File: src/rtl/pipe_pkg.sv
// rtl/pipe_pkg.sv - shared state encoding and size defaults for the pipe stage buffer
package pipe_pkg;

  localparam int WIDTH_DEF = 32;
  localparam int LANES_DEF = 8;

  typedef logic [1:0] state_t;

  localparam state_t EMPTY = 2'd0;
  localparam state_t BUSY  = 2'd1;
  localparam state_t FULL  = 2'd2;

endpackage

File: src/rtl/pipe_stage_buf_reg.sv
// rtl/pipe_stage_buf_reg.sv - wide data register with load enable and synchronous clear
module pipe_stage_buf_reg #(
  parameter int DW = 256
) (
  input  logic          Clk,
  input  logic          Rst_n,
  input  logic          clr,
  input  logic          load,
  input  logic [DW-1:0] d,
  output logic [DW-1:0] q
);

  always_ff @(posedge Clk) begin
    if (!Rst_n || clr) begin
      q <= '0;
    end else if (load) begin
      q <= d;
    end
  end

endmodule

File: src/rtl/pipe_stage_buf.sv
// rtl/pipe_stage_buf.sv - two-entry skid buffer stage; head register drives out_data directly
module pipe_stage_buf
  import pipe_pkg::*;
#(
  parameter int WIDTH = WIDTH_DEF,
  parameter int LANES = LANES_DEF
) (
  input  logic                   Clk,
  input  logic                   Rst_n,
  input  logic                   flush,
  input  logic                   in_valid,
  output logic                   in_ready,
  input  logic [LANES*WIDTH-1:0] in_data,
  output logic                   out_valid,
  input  logic                   out_ready,
  output logic [LANES*WIDTH-1:0] out_data,
  output logic [1:0]             out_count
);

  localparam int DW = LANES * WIDTH;

  state_t          state;
  state_t          state_nxt;
  logic            in_xfer;
  logic            out_xfer;
  logic            main_ld;
  logic            main_clr;
  logic            main_sel_skid;
  logic            skid_ld;
  logic            skid_clr;
  logic [DW-1:0]   main_d;
  logic [DW-1:0]   main_q;
  logic [DW-1:0]   skid_q;

  // Handshake flags depend only on the state register, never on in_valid
  assign in_ready  = (state != FULL);
  assign out_valid = (state != EMPTY);
  assign out_count = state;
  assign in_xfer   = in_valid & in_ready;
  assign out_xfer  = out_valid & out_ready;

  always_ff @(posedge Clk) begin
    if (!Rst_n || flush) begin
      state <= EMPTY;
    end else begin
      state <= state_nxt;
    end
  end

  always_comb begin
    state_nxt = state;
    case (state)
      EMPTY:   if (in_xfer) state_nxt = BUSY;
      BUSY: begin
        if (in_xfer && !out_xfer)      state_nxt = FULL;
        else if (!in_xfer && out_xfer) state_nxt = EMPTY;
      end
      FULL:    if (out_xfer) state_nxt = BUSY;
      default: state_nxt = EMPTY;
    endcase
  end

  // Head is cleared when it drains so an idle stage presents the all-zero NOP
  always_comb begin
    main_ld       = 1'b0;
    main_sel_skid = 1'b0;
    skid_ld       = 1'b0;
    main_clr      = flush;
    skid_clr      = flush;
    case (state)
      EMPTY: main_ld = in_xfer;
      BUSY: begin
        main_ld  = in_xfer & out_xfer;
        skid_ld  = in_xfer & ~out_xfer;
        main_clr = flush | (out_xfer & ~in_xfer);
      end
      FULL: begin
        main_ld       = out_xfer;
        main_sel_skid = 1'b1;
        skid_clr      = flush | out_xfer;
      end
      default: begin
        main_clr = 1'b1;
        skid_clr = 1'b1;
      end
    endcase
  end

  assign main_d = main_sel_skid ? skid_q : in_data;

  pipe_stage_buf_reg #(.DW(DW)) u_main (
    .Clk   (Clk),
    .Rst_n (Rst_n),
    .clr   (main_clr),
    .load  (main_ld),
    .d     (main_d),
    .q     (main_q)
  );

  pipe_stage_buf_reg #(.DW(DW)) u_skid (
    .Clk   (Clk),
    .Rst_n (Rst_n),
    .clr   (skid_clr),
    .load  (skid_ld),
    .d     (in_data),
    .q     (skid_q)
  );

  assign out_data = main_q;

endmodule

File: config.mk
export PLATFORM = sky130hd
export DESIGN_NAME = pipe_stage_buf
export DESIGN_NICKNAME = d
export VERILOG_FILES = /design/src/rtl/pipe_pkg.sv /design/src/rtl/pipe_stage_buf_reg.sv /design/src/rtl/pipe_stage_buf.sv
export SDC_FILE = /design/constraint.sdc
export NUM_CORES = 1
export LEC_CHECK = 0
export CAP_MARGIN = 5
export CORE_MARGIN = 5
export CORE_UTILIZATION = 55
export DETAILED_ROUTE_END_ITERATION = 10
export GPL_TIMING_DRIVEN = 0
export PLACE_DENSITY = 0.95
export SLEW_MARGIN = 20
export SYNTH_ARGS = -nofsm -noshare
export SYNTH_HDL_FRONTEND = slang
export SYNTH_SLANG_ARGS = --single-unit
File: constraint.sdc
create_clock -name Clk -period 2.75 [get_ports Clk]
set_input_delay 0.55 -clock Clk [delete_from_list [all_inputs] [get_ports Clk]]
set_output_delay 0.55 -clock Clk [all_outputs]
set_load 0.1 [all_outputs]
Yosys cells after proc, flatten, opt, wreduce, memory -nomap -nowiden
Cells that the tools add are included.

word-level totals
  register bits after elaboration = 514
  input port bits = 261
  output and inout bits = 260
  word-level logic and storage cells = 42

cells by class
  equal/unequal tests = 6
  multiplexer cells = 11
  bitwise operators = 9
  reductions and logical operators = 13

operator list
  operator                                        number
  two-way mux 256 bit                             1
  two-way mux 2 bit                               4
  != test 2 bit (second input constant)           3
  case mux 2 bit (3 select lines)                 1
  bitwise AND 1 bit                               5
  case mux 1 bit (2 select lines)                 2
  OR reduction 2 bit                              2
  zero test 1 bit                                 3
  logical OR 1 bit                                3
  != test 3 bit (second input constant)           1
  case mux 1 bit (3 select lines)                 1
  AND reduction 3 bit                             1
  == test 2 x 1 -> 1 bit (second input constant)  1
  == test 2 bit (second input constant)           1
  logical AND 1 bit                               2
  zero test 2 bit                                 1
  two-way mux 1 bit                               2
  inverter 1 bit                                  2
  OR 1 bit                                        2
  nonzero test 2 bit                              1

Logic depth before layout (Yosys ltp)
  depth in word-level cells = 7
  gate-level depth with buffers = 7
  gate-level depth less buffers = 3

Modules after synthesis
Synthesis repeated with hierarchy kept, for this count alone.

second synthesis, totals
  cells, all modules = 2500
  area, all modules = 22201.3 µm²

by module, submodules not included
  module              times used  cells each  area each (µm²)  sequential area each (µm²)
  pipe_stage_buf_reg  2           826         9346.5           5124.9
  pipe_stage_buf      1           848         3508.4           40.0

Least setup slack after synthesis
Ideal clock, no wire load.

  path type = reg-to-reg
  start point = reg state[0], in the netlist out_count[0]
  end point = reg u_main.q[214]
  library setup time = 103 ps
  arrival = 2384 ps
  required time = 2647 ps
  path slack = 262 ps
  stages on the path, launching flop included = 8
  buffers on the path = 4
  period minus slack after synthesis = 2488 ps
  cells stage by stage = dfxtp_1 buf_4 nand2b_1 buf_4 buf_6 buf_6 mux2i_1 a2111oi_2

between the ends
  longest elaborated chain between the ends = 7
  elaborated cells on any way between the ends = 17
  those cells by class = eq/ne (3); mux (4); bitwise (6); reduce/logical (4)

RTL lines
  item                             RTL line                  RTL
  start: declaration               pipe_stage_buf.sv:22      state_t state;
  start signal: assignment         pipe_stage_buf.sv:46      state <= state_nxt;
  != test 2 bit (*)                pipe_stage_buf.sv:36      assign in_ready = (state != FULL);
  named net in_ready               pipe_stage_buf.sv:12      output logic in_ready,
  bitwise AND 1 bit (*)            pipe_stage_buf.sv:39      assign in_xfer = in_valid & in_ready;
  inverter 1 bit                   pipe_stage_buf.sv:75      main_clr = flush | (out_xfer & ~in_xfer);
  bitwise AND 1 bit                pipe_stage_buf.sv:75
  OR 1 bit                         pipe_stage_buf.sv:75
  case mux 1 bit (2 select lines)  pipe_stage_buf.sv:70      case (state)
  logical OR 1 bit                 pipe_stage_buf_reg.sv:14  if (!Rst_n || clr) begin
  end signal: assignment           pipe_stage_buf_reg.sv:15  q <= '0;
  end signal: assignment           pipe_stage_buf_reg.sv:17  q <= d;
  end: declaration                 pipe_stage_buf_reg.sv:10  output logic [DW-1:0] q

Mark *: on every way through the listed nets, which the timed path passes. The rest lies on a longest branch.
A chain may end at the register's enable or synchronous reset.

Final worst setup path
  start point = reg u_main.q[194]
  end point = out out_data[194]

RTL lines
  item              RTL line              RTL
  end: declaration  pipe_stage_buf.sv:16  output logic [LANES*WIDTH-1:0] out_data,

No word-level cell between the ends.

==> results.md <==
* Top cell family by delay on the critical path: buffers and inverters
* Initial antenna violation count at 24
* Hold Crit Start: out_ready
* Period minus WS final at 2741 ps
* RSZ-0062 raised after global routing: no
* Power Internal at 0.01311 W
* Final hold vios at 0
* Final GP Congestion at 0.9254
* Row Count at 75
* Clock tree buffer depth at 3
* Synth Flop Type: dfxtp_1
* Drt first pass iters at 6
* Sw Share at 30.47%
* H-tree lvl count at 2
* Hold slack final at 172.5 ps
* Kind of critical path: flip-flop to primary output
* Critical-path cell list: clkdlybuf4s50_1
* Number of enable flip-flop cells after synthesis at 0
* RR Endpoint: u_skid.q[79]
* Synth unique cells at 25
* Mapped Cells at 2360
* Synth Net Count at 2621
* Root buf cell: clkbuf_16
* Endpoints failing setup at 0
* Die Y at 216.7 µm
* Synth top area share at 43.80%
* First-pass GRT wire length at 127.0 mm
* CP required at 2200 ps
* Sequential share of power at 41.3%
* Synth top cells by count: dfxtp_1, nand2_1, a211oi_1, a21oi_1, mux2i_1
* Num CTS Buffers at 52
* Final Core Density at 73.99%
* Worst clock skew at 18.51 ps
* Leakage at 11.86 nW
* Fill count at 2615
* Post-CTS setup buffer count at 0
* DR vias/cell at 6.349
* Port Buffers at 519
* Netlist Area Pre-Place at 23490 µm²
* Die area at 46950 µm²
* Worst-path fanout max at 2
* Tightest Pin Transition at 1148 ps
* Placed instance area at 29360 µm²
* Multi-input gate area at 11580 µm²
* Chip Width at 216.7 µm
* Max-slew headroom at 23.74%
* Tcrit/Tclk final at 99.68%
* Hold Crit Depth at 2
* Clk Latency, worst-skew pair at 610 ps
* DRC at 0
* Vias in the first global route at 22657
* F_max at 364.8 MHz
* Final instance area at 31170 µm²
* Max-cap viol count at 0
* VDD IR-drop max at 0.5318 mV
* Combinational share of power at 19.3%
* Final Routed Wirelength at 84.30 mm
* Fin cells at 3535
* # clock sinks at 514
* I/O pin cnt at 521
* Critical Path Sink Type: primary output
* Area leader, netlist: dfxtp_1
* Clock Pin Slew Worst Setup and Hold Paths at 60 ps
* Critical Path Max Stage Delay at 1170 ps
* Pin count of the biggest net entering global routing at 15
* Share of cells above drive strength 1 at 16.61%
* Outcome: complete, no violations
* Syn. warnings at 0
* PwrDens at 605.1 nW/µm²
* NetSw at 0.005748 W
* Asr flop ratio synth at 0%
* Via count at 22444
* Proportion of synthesized chip area in sequential cells at 43.80%
* Starting Density at 55.76%
* Crit path buffers/inverters at 1
* Startpoint type of the worst setup path: flip-flop
* Yosys reg bits at 514
* Avg WL per Cell at 23.85 µm
* Final Max Slew Viols at 0
* TritonCTS clock tree: done
* Critical Path Stages at 1
* Worst hold endpoint: out_count[1]
* Flop-to-flop setup slack at 420 ps
* Register area at 10290 µm²
* Final nets at 3194
* Worst EP arrival at 2190 ps
* R2r startpoint: out_count[0]
* HPWL after detailed placement at 59.89 mm
* DRT iter0 DRCs at 2349
* CORE AREA at 42130 µm²
* Remaining Overflow, GRT at 0
* Clock power frac at 39.4%
* Antenna viol nets, final at 0
* Area delta synth->final at 32.70%
* GR Util All Layers at 33.43%
* FF-to-FF path depth at 7
* CP max-delay cell: clkdlybuf4s50_1
* Min-delay worst type: primary input to flip-flop
* Number of instances in the placed design at 3418
* Mapped Avg Cell Area at 9.954 µm²
* Top area cells in the synthesized netlist: dfxtp_1, a2111oi_2, mux2i_1
through the flow:
| stage | power (W) | setup TNS, ps | setup WS, ps |
|---|---|---|---|
| after floorplan | 0.01036 | 0 | 262.2 |
| after global routing | 0.01928 | 0 | 0.1190 |
| after global placement | 0.01145 | -132550 | -396.4 |
| final | 0.01886 | 0 | 8.698 |
| after detailed placement | 0.01153 | -133240 | -391.6 |
| after CTS | 0.01884 | 0 | 3.111 |
area by class of cell:
type	instances	area share [%]
Antenna cell	21	0.1686
Buffer	289	5.198
Clock buffer	82	4.953
Clock inverter	14	0.7425
Multi-Input combinational cell	1557	37.15
Sequential cell	514	33.01
Tap cell	539	2.163
Timing Repair Buffer	519	16.61
layer usage:
metal / routed length, µm / share of wire (%) / vias up / GRT usage [%]
met5: 41 / 0.049 / - / 0
met4: 4455 / 5.3 / 6 / 17.74
met3: 8681 / 10 / 323 / 10.35
met2: 40820 / 48 / 1270 / 56.74
met1: 30300 / 36 / 10880 / 37.76
li1: - / - / 9965 / -
state kept, by name, summed over array words and instances, names as in the netlist:
register   flops
u_main.q     256
u_skid.q     256
out_count      2
power groups by stage:
stage          Clock, W  Combinational (W)  Sequential, W
2_1_floorplan         0            0.00116        0.00920
3_3_place_gp          0            0.00351        0.00794
3_5_place_dp          0            0.00358        0.00795
4_1_cts         0.00744            0.00361        0.00779
5_1_grt         0.00772            0.00376        0.00781
6_report        0.00743            0.00364        0.00780
repair_timing:
| item | CTS | global route |
|---|---|---|
| hold buffers | 0 | 0 |
| resized for setup | 26 | 8 |
| endpoints found under the setup margin | 20 | 8 |
worst max-delay path by stage:
| stage | startpoint | endpoint |
|---|---|---|
| after floorplan | out_count[0] | u_main.q[214] |
| after global placement | flush | u_skid.q[101] |
| after detailed placement | flush | u_skid.q[104] |
| after CTS | out_count[1] | out_valid |
| after global routing | u_main.q[235] | out_data[235] |
| final | u_main.q[194] | out_data[194] |
placed cells by master, fill, tap and decap left out:
cell type	n
buf_6	46
a2111oi_0	16
clkbuf_1	101
dlygate4sd2_1	18
nor2b_1	2
clkbuf_16	52
dfxtp_1	514
dlymetal6s2s_1	6
buf_4	17
a21oi_1	257
and3b_1	1
clkinv_2	5
diode_2	21
nand2b_1	4
nand4bb_1	1
clkbuf_2	1
a211oi_1	257
o21ai_0	1
buf_1	36
bufinv_16	5
or2_2	1
buf_2	108
mux2i_1	256
a2111oi_2	240
or3b_2	1
clkinvlp_4	1
o21bai_1	1
clkbuf_8	13
o21a_1	1
clkinv_8	3
a21o_4	1
and2_1	1
nand2_1	514
nor4bb_1	1
clkdlybuf4s50_1	492
a21o_1	1
logic make-up (layout without fill, tap and decap cells):
logic type | after synthesis | in the layout | share of synthesized area, %
other cells | 0 | 21 | 0
mux | 256 | 256 | 10.91
flops | 514 | 514 | 43.80
simple gates | 526 | 526 | 8.591
buf+inv | 289 | 904 | 6.897
compound gates | 775 | 775 | 29.80
Note: power is estimated with default switching activity, not from simulation.
